### config.mk
export PLATFORM = sky130hd
export DESIGN_NAME = imem_arbiter_flat
export DESIGN_NICKNAME = d
export VERILOG_FILES = /design/src/rtl/imem_pkg.sv /design/src/rtl/imem_arbiter_if.sv /design/src/rtl/imem_streak_ctr.sv /design/src/rtl/imem_arbiter.sv /design/src/flat_wrapper.sv
export SDC_FILE = /design/constraint.sdc
export NUM_CORES = 1
export LEC_CHECK = 0
export CORE_ASPECT_RATIO = 1.2
export CORE_MARGIN = 2
export CORE_UTILIZATION = 30
export CTS_CLUSTER_SIZE = 20
export DETAILED_ROUTE_END_ITERATION = 7
export GPL_ROUTABILITY_DRIVEN = 0
export PLACE_DENSITY = 0.76
export RECOVER_POWER = 50
export SLEW_MARGIN = 20
export SYNTH_ARGS = -nofsm -noshare
export SYNTH_HDL_FRONTEND = slang
export SYNTH_SLANG_ARGS = --single-unit
### constraint.sdc
create_clock -name clk_in -period 2.37 [get_ports clk_in]
set_input_delay 0.237 -clock clk_in [delete_from_list [all_inputs] [get_ports clk_in]]
set_output_delay 0.237 -clock clk_in [all_outputs]
set_load 0.005 [all_outputs]
### src/rtl/imem_pkg.sv
// Shared types and sizing for the instruction-RAM arbiter.
// Default widths describe a 4096 x 32 single-port RAM.
package imem_pkg;

    localparam int IMEM_ADDR_W = 12;
    localparam int IMEM_DATA_W = 32;
    localparam int IMEM_DEPTH  = 2 ** IMEM_ADDR_W;

    typedef enum logic [0:0] {
        BOOT = 1'b0,
        RUN  = 1'b1
    } imem_state_e;

endpackage

### src/rtl/imem_arbiter_if.sv
// Loader, fetch and RAM-port signals of the instruction-RAM arbiter.
// The slave view belongs to the arbiter and the master view to its surroundings.
interface imem_arbiter_if
    import imem_pkg::*;
#(
    parameter int ADDR_W = IMEM_ADDR_W,
    parameter int DATA_W = IMEM_DATA_W
);
    logic              ld_valid_in;
    logic              ld_ready_out;
    logic [ADDR_W-1:0] ld_addr_in;
    logic [DATA_W-1:0] ld_data_in;
    logic              ld_last_in;

    logic              if_req_in;
    logic [ADDR_W-1:0] if_addr_in;
    logic              if_gnt_out;
    logic              if_valid_out;
    logic [DATA_W-1:0] if_rdata_out;

    logic              mem_we_out;
    logic [ADDR_W-1:0] mem_addr_out;
    logic [DATA_W-1:0] mem_wdata_out;
    logic [DATA_W-1:0] mem_rdata_in;

    logic              core_rst_out;
    logic [ADDR_W:0]   boot_cnt_out;

    modport slave (
        input  ld_valid_in, ld_addr_in, ld_data_in, ld_last_in,
        input  if_req_in, if_addr_in, mem_rdata_in,
        output ld_ready_out, if_gnt_out, if_valid_out, if_rdata_out,
        output mem_we_out, mem_addr_out, mem_wdata_out,
        output core_rst_out, boot_cnt_out
    );

    modport master (
        output ld_valid_in, ld_addr_in, ld_data_in, ld_last_in,
        output if_req_in, if_addr_in, mem_rdata_in,
        input  ld_ready_out, if_gnt_out, if_valid_out, if_rdata_out,
        input  mem_we_out, mem_addr_out, mem_wdata_out,
        input  core_rst_out, boot_cnt_out
    );

endinterface

### src/rtl/imem_streak_ctr.sv
// Counts consecutive loader grants taken while a fetch waits; saturates at the limit.
// force_fetch_o is registered state, so the fetch wins the cycle after the limit is reached.
module imem_streak_ctr #(
    parameter int MAX_WR_STREAK = 4
) (
    input  logic clk_in,
    input  logic rst_in,
    input  logic inc_i,
    input  logic clr_i,
    output logic force_fetch_o
);
    localparam int               CNT_W = $clog2(MAX_WR_STREAK + 1);
    localparam logic [CNT_W-1:0] LIMIT = CNT_W'(MAX_WR_STREAK);

    logic [CNT_W-1:0] cnt_q;
    logic [CNT_W-1:0] cnt_d;

    always_comb begin
        cnt_d = cnt_q;
        if (clr_i) begin
            cnt_d = '0;
        end else if (inc_i && (cnt_q != LIMIT)) begin
            cnt_d = cnt_q + CNT_W'(1);
        end
    end

    always_ff @(posedge clk_in) begin
        if (rst_in) begin
            cnt_q <= '0;
        end else begin
            cnt_q <= cnt_d;
        end
    end

    assign force_fetch_o = (cnt_q == LIMIT);

endmodule

### src/rtl/imem_arbiter.sv
// Owns the instruction RAM: boot-time sequential loader fill, then per-cycle loader/fetch arbitration.
// Grants are combinational, fetch data arrives one cycle after its grant; the loader stalls on ld_ready_out=0.
module imem_arbiter
    import imem_pkg::*;
#(
    parameter int ADDR_W        = IMEM_ADDR_W,
    parameter int DATA_W        = IMEM_DATA_W,
    parameter int MAX_WR_STREAK = 4
) (
    input logic           clk_in,
    input logic           rst_in,
    imem_arbiter_if.slave bus
);
    localparam logic [0:0] ST_BOOT = BOOT;
    localparam logic [0:0] ST_RUN  = RUN;

    logic [0:0]        state_q, state_d;
    logic [ADDR_W-1:0] boot_ptr_q, boot_ptr_d;
    logic [ADDR_W:0]   boot_cnt_q, boot_cnt_d;
    logic              if_valid_q, if_valid_d;
    logic [DATA_W-1:0] if_rdata_q, if_rdata_d;

    logic              ld_ready;
    logic              ld_acc;
    logic              fetch_gnt;
    logic              force_fetch;
    logic              streak_inc;
    logic [ADDR_W-1:0] mem_addr;

    // Nothing is granted in the reset cycle so RAM contents survive a reset.
    always_comb begin
        ld_ready  = 1'b0;
        fetch_gnt = 1'b0;
        if (!rst_in) begin
            if (state_q == ST_BOOT) begin
                ld_ready = 1'b1;
            end else begin
                ld_ready  = !(force_fetch && bus.if_req_in);
                fetch_gnt = bus.if_req_in && !(bus.ld_valid_in && ld_ready);
            end
        end
    end

    assign ld_acc = bus.ld_valid_in && ld_ready;

    always_comb begin
        mem_addr = bus.if_addr_in;
        if (ld_acc) begin
            mem_addr = (state_q == ST_BOOT) ? boot_ptr_q : bus.ld_addr_in;
        end
    end

    // Leaving boot on the last RAM word means the wrapped pointer is never used for a write.
    always_comb begin
        state_d    = state_q;
        boot_ptr_d = boot_ptr_q;
        boot_cnt_d = boot_cnt_q;
        if ((state_q == ST_BOOT) && ld_acc) begin
            boot_ptr_d = boot_ptr_q + ADDR_W'(1);
            boot_cnt_d = boot_cnt_q + (ADDR_W + 1)'(1);
            if (bus.ld_last_in || (&boot_ptr_q)) begin
                state_d = ST_RUN;
            end
        end
    end

    always_comb begin
        if_valid_d = fetch_gnt;
        if_rdata_d = fetch_gnt ? bus.mem_rdata_in : if_rdata_q;
    end

    always_ff @(posedge clk_in) begin
        if (rst_in) begin
            state_q    <= ST_BOOT;
            boot_ptr_q <= '0;
            boot_cnt_q <= '0;
            if_valid_q <= 1'b0;
            if_rdata_q <= '0;
        end else begin
            state_q    <= state_d;
            boot_ptr_q <= boot_ptr_d;
            boot_cnt_q <= boot_cnt_d;
            if_valid_q <= if_valid_d;
            if_rdata_q <= if_rdata_d;
        end
    end

    // Only loader grants that keep a fetch waiting extend the streak; any other cycle restarts it.
    assign streak_inc = (state_q == ST_RUN) && ld_acc && bus.if_req_in;

    imem_streak_ctr #(
        .MAX_WR_STREAK(MAX_WR_STREAK)
    ) u_streak (
        .clk_in       (clk_in),
        .rst_in       (rst_in),
        .inc_i        (streak_inc),
        .clr_i        (!streak_inc),
        .force_fetch_o(force_fetch)
    );

    assign bus.ld_ready_out  = ld_ready;
    assign bus.if_gnt_out    = fetch_gnt;
    assign bus.if_valid_out  = if_valid_q;
    assign bus.if_rdata_out  = if_rdata_q;
    assign bus.mem_we_out    = ld_acc;
    assign bus.mem_addr_out  = mem_addr;
    assign bus.mem_wdata_out = bus.ld_data_in;
    assign bus.core_rst_out  = rst_in || (state_q == ST_BOOT);
    assign bus.boot_cnt_out  = boot_cnt_q;

endmodule

### src/flat_wrapper.sv
// flat-port wrapper written by rule: the top's interface ports become plain ports
module imem_arbiter_flat import imem_pkg::*;
#(
    parameter int ADDR_W        = IMEM_ADDR_W,
    parameter int DATA_W        = IMEM_DATA_W,
    parameter int MAX_WR_STREAK = 4
)
  (clk_in, rst_in, bus_ld_valid_in, bus_ld_addr_in, bus_ld_data_in, bus_ld_last_in, bus_if_req_in, bus_if_addr_in, bus_mem_rdata_in, bus_ld_ready_out, bus_if_gnt_out, bus_if_valid_out, bus_if_rdata_out, bus_mem_we_out, bus_mem_addr_out, bus_mem_wdata_out, bus_core_rst_out, bus_boot_cnt_out);
  imem_arbiter_if #(.ADDR_W(ADDR_W), .DATA_W(DATA_W)) bus_i ();
  input logic clk_in;
  input logic rst_in;
  input wire logic [$bits(bus_i.ld_valid_in)-1:0] bus_ld_valid_in;
  input wire logic [$bits(bus_i.ld_addr_in)-1:0] bus_ld_addr_in;
  input wire logic [$bits(bus_i.ld_data_in)-1:0] bus_ld_data_in;
  input wire logic [$bits(bus_i.ld_last_in)-1:0] bus_ld_last_in;
  input wire logic [$bits(bus_i.if_req_in)-1:0] bus_if_req_in;
  input wire logic [$bits(bus_i.if_addr_in)-1:0] bus_if_addr_in;
  input wire logic [$bits(bus_i.mem_rdata_in)-1:0] bus_mem_rdata_in;
  output wire logic [$bits(bus_i.ld_ready_out)-1:0] bus_ld_ready_out;
  output wire logic [$bits(bus_i.if_gnt_out)-1:0] bus_if_gnt_out;
  output wire logic [$bits(bus_i.if_valid_out)-1:0] bus_if_valid_out;
  output wire logic [$bits(bus_i.if_rdata_out)-1:0] bus_if_rdata_out;
  output wire logic [$bits(bus_i.mem_we_out)-1:0] bus_mem_we_out;
  output wire logic [$bits(bus_i.mem_addr_out)-1:0] bus_mem_addr_out;
  output wire logic [$bits(bus_i.mem_wdata_out)-1:0] bus_mem_wdata_out;
  output wire logic [$bits(bus_i.core_rst_out)-1:0] bus_core_rst_out;
  output wire logic [$bits(bus_i.boot_cnt_out)-1:0] bus_boot_cnt_out;
  assign bus_i.ld_valid_in = bus_ld_valid_in;
  assign bus_i.ld_addr_in = bus_ld_addr_in;
  assign bus_i.ld_data_in = bus_ld_data_in;
  assign bus_i.ld_last_in = bus_ld_last_in;
  assign bus_i.if_req_in = bus_if_req_in;
  assign bus_i.if_addr_in = bus_if_addr_in;
  assign bus_i.mem_rdata_in = bus_mem_rdata_in;
  assign bus_ld_ready_out = bus_i.ld_ready_out;
  assign bus_if_gnt_out = bus_i.if_gnt_out;
  assign bus_if_valid_out = bus_i.if_valid_out;
  assign bus_if_rdata_out = bus_i.if_rdata_out;
  assign bus_mem_we_out = bus_i.mem_we_out;
  assign bus_mem_addr_out = bus_i.mem_addr_out;
  assign bus_mem_wdata_out = bus_i.mem_wdata_out;
  assign bus_core_rst_out = bus_i.core_rst_out;
  assign bus_boot_cnt_out = bus_i.boot_cnt_out;
  imem_arbiter #(.ADDR_W(ADDR_W), .DATA_W(DATA_W), .MAX_WR_STREAK(MAX_WR_STREAK)) u_core (.clk_in(clk_in), .rst_in(rst_in), .bus(bus_i));
endmodule
==> results of run 1 <==
metal layers:
metal  vias up  GRT usage (%)  share of wire (%)
met3        28           6.67                 10
met1      1250           14.7                 37
met5         -              0                  0
met4         0           7.11                3.2
li1       1316              -                  -
met2       111           23.4                 49
worst register-to-register path, stage by stage, from the launching register on:
cell,delay [ns]
dfxtp_2,0.32
inv_1,0.06
ha_2,0.17
buf_4,0.11
nand2_1,0.11
a211oi_4,0.33
buf_4,0.19
buf_4,0.22
mux2_1,0.35
cell usage after synthesis, types with 6 or more instances:
library cell / number
nand2_1: 10
buf_4: 36
nor2b_1: 37
inv_1: 9
nor2_1: 13
a21oi_1: 11
nand3_1: 6
clkbuf_1: 9
mux2_1: 57
nor4_1: 7
dfxtp_1: 62
sequential cells by signal (all words and copies together) (netlist names):
signal	cells
u_core.bus.boot_cnt_out	13
u_core.state_q	1
u_core.u_streak.cnt_q	3
u_core.bus.if_valid_out	1
u_core.boot_ptr_q	12
u_core.bus.if_rdata_out	32
final cells by class:
cell class | instances | area share [%]
flip-flops and latches | 62 | 26.4
inverters | 10 | 0.797
clock buffers | 11 | 5.37
clock inverters | 5 | 1.73
repair buffers | 141 | 27.6
multi-input cells | 203 | 34.6
well taps | 129 | 3.43
cells by family after synthesis:
kind of cell / share of synthesized area (%)
multiplexers: 22.2
AO/OA/AOI/OAI: 7.08
adder cells (fa/ha/maj): 1.56
XOR/XNOR: 0.817
buffers and inverters: 11.7
AND/OR/NAND/NOR: 18.0
flip-flops: 38.6
report_power, final:
part           total [mW]  switching, mW  internal [mW]
Sequential           1.07         0.0117           1.06
Clock                1.44          0.460          0.977
Combinational       0.276         0.0965          0.180
what timing repair did:
item | CTS | global route
buffers inserted | 6 | 1
cloned | 1 | 0
setup endpoints to repair | 14 | 12
gates resized for setup | 60 | 6
pin swaps | 4 | 1
worst max path at each step:
stage	end	slack, ns	depth (start not counted)
after detailed placement	bus_mem_addr_out[0]	-0.07	6
after global routing	bus_if_gnt_out	0.008	6
after global placement	bus_mem_addr_out[0]	-0.07	6
after CTS	bus_mem_addr_out[3]	0.003	8
after floorplan	bus_mem_addr_out[10]	0.38	7
final	bus_mem_addr_out[11]	0.10	7
per-stage QoR:
step	utilization (%)	hold slack [ns]	TNS, ns	total power [mW]	area (um^2)
after floorplan	-	0.365	0	1.24	3220
after global placement	41.6	0.474	-0.606	1.37	4350
after detailed placement	41.6	0.474	-0.612	1.38	4350
after CTS	45.0	0.377	0	2.84	4710
after global routing	45.0	0.434	0	2.90	4710
final	45.0	0.381	0	2.79	4710
==> reports/results.tsv, run 1 <==
stage	metric	value	unit
outcome	status	completed	
timing	slew_headroom	68.6	%
layout	final_common_cell	clkdlybuf4s50_1	
synthesis	synth_warnings	0	
layout	stdcell_count	561	
critical_path	worst_ep_arrival_time	2.03	ns
floorplan	die_w	98.5	um
power	leakagePower	2.02	nW
clock_tree	clock_latency	0.32	ns
placed_design	dpl.hpwl	5880	um
critical_path	worstPathRequired	2.13	ns
placed_design	dp_cells	539	
critical_path	reg2reg_depth	8	
critical_path	timing.rr.start	u_core.u_streak.cnt_q[0]$_SDFFE_PP0P_	
synthesis	yosys.area.top_type	dfxtp_1	
floorplan	rows	41	
clock_tree	tritoncts	done	
route	drt-pass1-iter-count	4	
route	wl_per_cell	14.6	um
timing	fin_ws	0.102	ns
clock_tree	ctsHoldBuffers	0	
power	peakVddDrop	446	uV
synthesis	yosysTopAreaCellShare	38.6	%
layout	seq_area	0.00124	mm^2
route	via_count	2705	
grt	antenna_found_initial	0	
placed_design	port_buffers	122	
floorplan	fp.dieH	117	um
critical_path	reg2reg_slack	0.40	ns
critical_path	critPathCaptureType	primary output	
critical_path	crit_family	simple AND/OR/NAND/NOR gates	
timing	timing.final.crit_period	2.27	ns
timing	hold_viol	0	
timing	rsz0062_at_grt	no	
grt	track_usage	14.1	%
timing	fmax	441	MHz
route	drtIter0Drc	47	
min_path	holdPathStages	3	
floorplan	core	0.0105	mm^2
synthesis	async_flop_share	0	%
clock_tree	clock_path_buffers	2	
synthesis	syn_area	0.00322	mm^2
critical_path	cp_max_fo	7	
clock_tree	cts_root_buf	clkbuf_16	
critical_path	critPathKind	reg -> out	
placed_design	dp_slack	-0.0653	ns
timing	min_period_over_period	95.7	%
min_path	hold_start	rst_in	
layout	synthToLayoutAreaGrowth	46.4	%
grt	grt_max_degree	46	
clock_tree	htree_levels	3	
synthesis	synthCells	326	
power	cellPowerDensity	592	mW/mm^2
critical_path	crit_path_start_kind	register	
synthesis	avgSynthCellArea	9.86	um^2
timing	worst_pin_slew	0.470	ns
floorplan	io_pins	187	
synthesis	yosysUniqueCellTypes	38	
route	wirelength	8180	um
timing	setup_viol	0	
route	via_per_inst	4.82	
synthesis	synth_area_leaders	dfxtp_1 (39%), mux2_1 (20%), buf_4 (8.4%)	
synthesis	synth_fp_nets	423	
layout	layout-drive-gt1-share	14.4	%
clock_tree	cts.sinks	62	
clock_tree	path_clk_slew	0.05	ns
layout	multi_input_area	0.00163	mm^2
layout	n_antenna_cell	0	
critical_path	crit_path_max_incr_delay	0.41	ns
layout	final_nets	524	
min_path	worstHoldEndpoint	u_core.bus.if_valid_out$_SDFF_PP0_	
synthesis	ys_seq_elements	62	
grt	gr-total-overflow	0	
critical_path	critPathBufInv	3	
min_path	hold_class	in -> reg	
grt	grt_first_pass_wirelength	13200	um
route	drtAntennaViolNets	0	
layout	layout_common_cells	clkdlybuf4s50_1 (68), dfxtp_1 (60), mux2_1 (50)	
layout	fill_cells	1024	
synthesis	ys.flop_type	dfxtp_1	
route	remaining_drc_errors	0	
critical_path	crit_start	u_core.u_streak.cnt_q[1]$_SDFFE_PP0P_	
critical_path	r2r-end	u_core.bus.if_rdata_out[20]$_SDFFE_PP0P_	
timing	maxSlewViolCount	0	
job	drv_cap	0	
floorplan	initial_core_util	30.7	%
clock_tree	tritoncts.num_buffers	9	
synthesis	synth_edf_count	0	
critical_path	cp_cell_sequence	inv_1 -> ha_2 -> and4_1 -> or3b_4 -> buf_6 -> mux2_1 -> buf_2	
grt	grt_pass1_vias	2723	
critical_path	worst_path_max_delay_cell	or3b_4	
synthesis	synth.yosys.seq_area_share	38.6	%
timing	skew	0.00433	ns
floorplan	dieArea	0.0116	mm^2
Note: power is estimated with default switching activity, not from simulation.
==> run 2, diff against run 1 <==
ABC_CLOCK_PERIOD_IN_PS = 2370   (was unset)
CTS_BUF_LIST = sky130_fd_sc_hd__clkbuf_4 sky130_fd_sc_hd__clkbuf_8 sky130_fd_sc_hd__clkbuf_16   (was unset)
==> results of run 2 <==
Same layout as run 1: the final DEF is identical, and so are final timing and power.
==> run 3, diff against run 2 <==
GPL_TIMING_DRIVEN = 0   (was unset)
==> reports/results.tsv, run 3 (same netlist as run 1, synthesis figures left out) <==
stage	metric	value	unit	change
grt	antenna_found_initial	0		unchanged
route	drtIter0Drc	61		+30%
timing	maxSlewViolCount	0		unchanged
route	wirelength	8940	um	+9.3%
floorplan	core	0.0105	mm^2	unchanged
critical_path	worstPathRequired	2.13	ns	about the same
layout	final_area	0.00539	mm^2	+15%
floorplan	io_pins	187		unchanged
floorplan	rows	41		unchanged
critical_path	cp_max_fo	4		-3
placed_design	port_buffers	153		+25%
placed_design	dpl.hpwl	6790	um	+16%
grt	gr-total-overflow	0		unchanged
power	swShare	21.4	%	+1.0 points
critical_path	crit_path_start_kind	register		
outcome	status	complete, but fails checks		
clock_tree	clock_latency	0.33	ns	about the same
timing	slew_headroom	62.1	%	-6.5 points
clock_tree	cts.sinks	62		unchanged
outcome	violations	setup timing		
power	cellPowerDensity	522	mW/mm^2	-12%
placed_design	placed_area	0.00491	mm^2	+13%
route	wl_per_cell	14.0	um	-3.8%
route	via_count	3019		+12%
route	via_per_inst	4.74		-1.7%
timing	fmax	409	MHz	-7.2%
timing	fin_ws	-0.0728	ns	-0.175 ns
power	power_frac_seq	38.1	%	-0.4 points
layout	layout-drive-gt1-share	20.3	%	+5.9 points
critical_path	reg2reg_slack	0.50	ns	+0.10 ns
floorplan	dieArea	0.0116	mm^2	unchanged
layout	n_antenna_cell	0		unchanged
timing	rsz0062_at_grt	yes		
critical_path	worst_ep_arrival_time	2.21	ns	+0.18 ns
clock_tree	htree_levels	3		unchanged
critical_path	critPathCaptureType	primary output		
grt	grt_first_pass_wirelength	14100	um	+6.5%
clock_tree	tritoncts.num_buffers	9		unchanged
layout	final_nets	600		+15%
layout	final_common_cell	clkdlybuf4s50_1		
route	remaining_drc_errors	0		unchanged
clock_tree	cts_root_buf	clkbuf_16		
timing	hold_viol	0		unchanged
timing	timing.final.crit_period	2.44	ns	+0.175 ns
min_path	hold_class	in -> reg		
floorplan	die_w	98.5	um	unchanged
power	p_switching	0.603	mW	+6.1%
layout	layout_common_cells	clkdlybuf4s50_1 (71), dlygate4sd3_1 (69), dfxtp_1 (60)		
grt	grt_max_degree	20		-57%
clock_tree	ctsHoldBuffers	0		unchanged
clock_tree	path_clk_slew	0.05	ns	about the same
power	clkPwrFrac	48.1	%	-3.5 points
critical_path	critPathKind	reg -> out		
timing	min_period_over_period	103	%	+7.4 points
power	peakVddDrop	337	uV	-24%
power	intPower	2.21	mW	-0.16%
floorplan	fp.dieH	117	um	unchanged
clock_tree	clock_path_buffers	2		unchanged
floorplan	initial_core_util	30.7	%	unchanged
power	combPwrFrac	13.8	%	+3.9 points
route	drtAntennaViolNets	0		unchanged
timing	worst_pin_slew	0.568	ns	+0.0983 ns
power	total_power	2.82	mW	+1.1%
power	leakagePower	2.35	nW	+16%
layout	synthToLayoutAreaGrowth	67.7	%	
layout	largest_reg_flops	32		unchanged
clock_tree	tritoncts	done		
grt	grt_pass1_vias	2941		+8.0%
job	drv_cap	0		unchanged
timing	setup_viol	2		+2
route	drt-pass1-iter-count	6		+2
placed_design	dp_slack	-0.403	ns	-0.337 ns
grt	track_usage	15.1	%	+1.1 points
timing	skew	0.00695	ns	+0.00262 ns
## run 3: cell count changes in the layout (fill, tap and decap cells not counted), moves of 5 or more
cell           before  now
buf_4              16   46
dlygate4sd3_1      40   69
buf_2              13    5
clkbuf_2            0    8
buf_6               2    8
clkbuf_1            1    6
## run 3: metal layers
metal | global-route usage, % | wire length, um | vias up
met1 | 16.0 | 3360 | 1396
met4 | 4.88 | 106 | 0
li1 | - | - | 1477
met5 | 0 | 0 | -
met2 | 27.9 | 4670 | 136
met3 | 4.95 | 807 | 10
## run 3: power by group through the flow
stage	logic [mW]	clock network (mW)	registers, mW
finish	0.389	1.35	1.07
global route	0.419	1.44	1.07
CTS	0.406	1.39	1.07
detailed placement	0.385	0	1.10
global placement	0.379	0	1.09
floorplan	0.141	0	1.09
## run 3: path summary, 6_finish.rpt
check,from,endpoint,cells past startpoint
setup / recovery,u_core.u_streak.cnt_q[0]$_SDFFE_PP0P_,bus_mem_addr_out[10],9
hold / removal,bus_ld_valid_in,u_core.bus.if_valid_out$_SDFF_PP0_,2
setup reg to reg,u_core.u_streak.cnt_q[0]$_SDFFE_PP0P_,u_core.bus.if_rdata_out[18]$_SDFFE_PP0P_,8
hold reg to reg,u_core.bus.boot_cnt_out[5]$_SDFFE_PP0P_,u_core.bus.boot_cnt_out[5]$_SDFFE_PP0P_,1
## run 3: stage by stage
step | setup TNS [ns] | hold WS [ns] | util [%] | instances
floorplan | 0 | 0.365 | - | 326
global placement | -4.60 | 0.488 | 46.9 | 608
detailed placement | -4.59 | 0.494 | 46.9 | 608
CTS | -0.313 | 0.252 | 51.2 | 631
global route | -0.574 | 0.269 | 51.5 | 637
finish | -0.136 | 0.254 | 51.5 | 637
## run 3: what timing repair did
action / in CTS / in global routing
gates resized for setup: 59 / 11
gates cloned: 1 / 0
setup endpoints to repair: 15 / 13
setup buffers: 8 / 6
pin swaps: 4 / 1
## run 3: final cells by class
cell class / instances / area [um^2]
fillers: 953 / 5070
repair buffers: 168 / 1650
multi-input cells: 203 / 1640
flip-flops and latches: 62 / 1240
plain buffers: 49 / 348
clock buffers: 12 / 260
well taps: 129 / 161
clock inverters: 4 / 55.1
inverters: 10 / 37.5
## run 3: worst max-delay path: stages (launching register included)
cell and delay [ns]:
dfxtp_2 0.33, inv_2 0.05, ha_4 0.14, and4_1 0.15
or3b_4 0.42, buf_12 0.15, buf_16 0.12, buf_6 0.11
mux2_4 0.29, buf_6 0.12
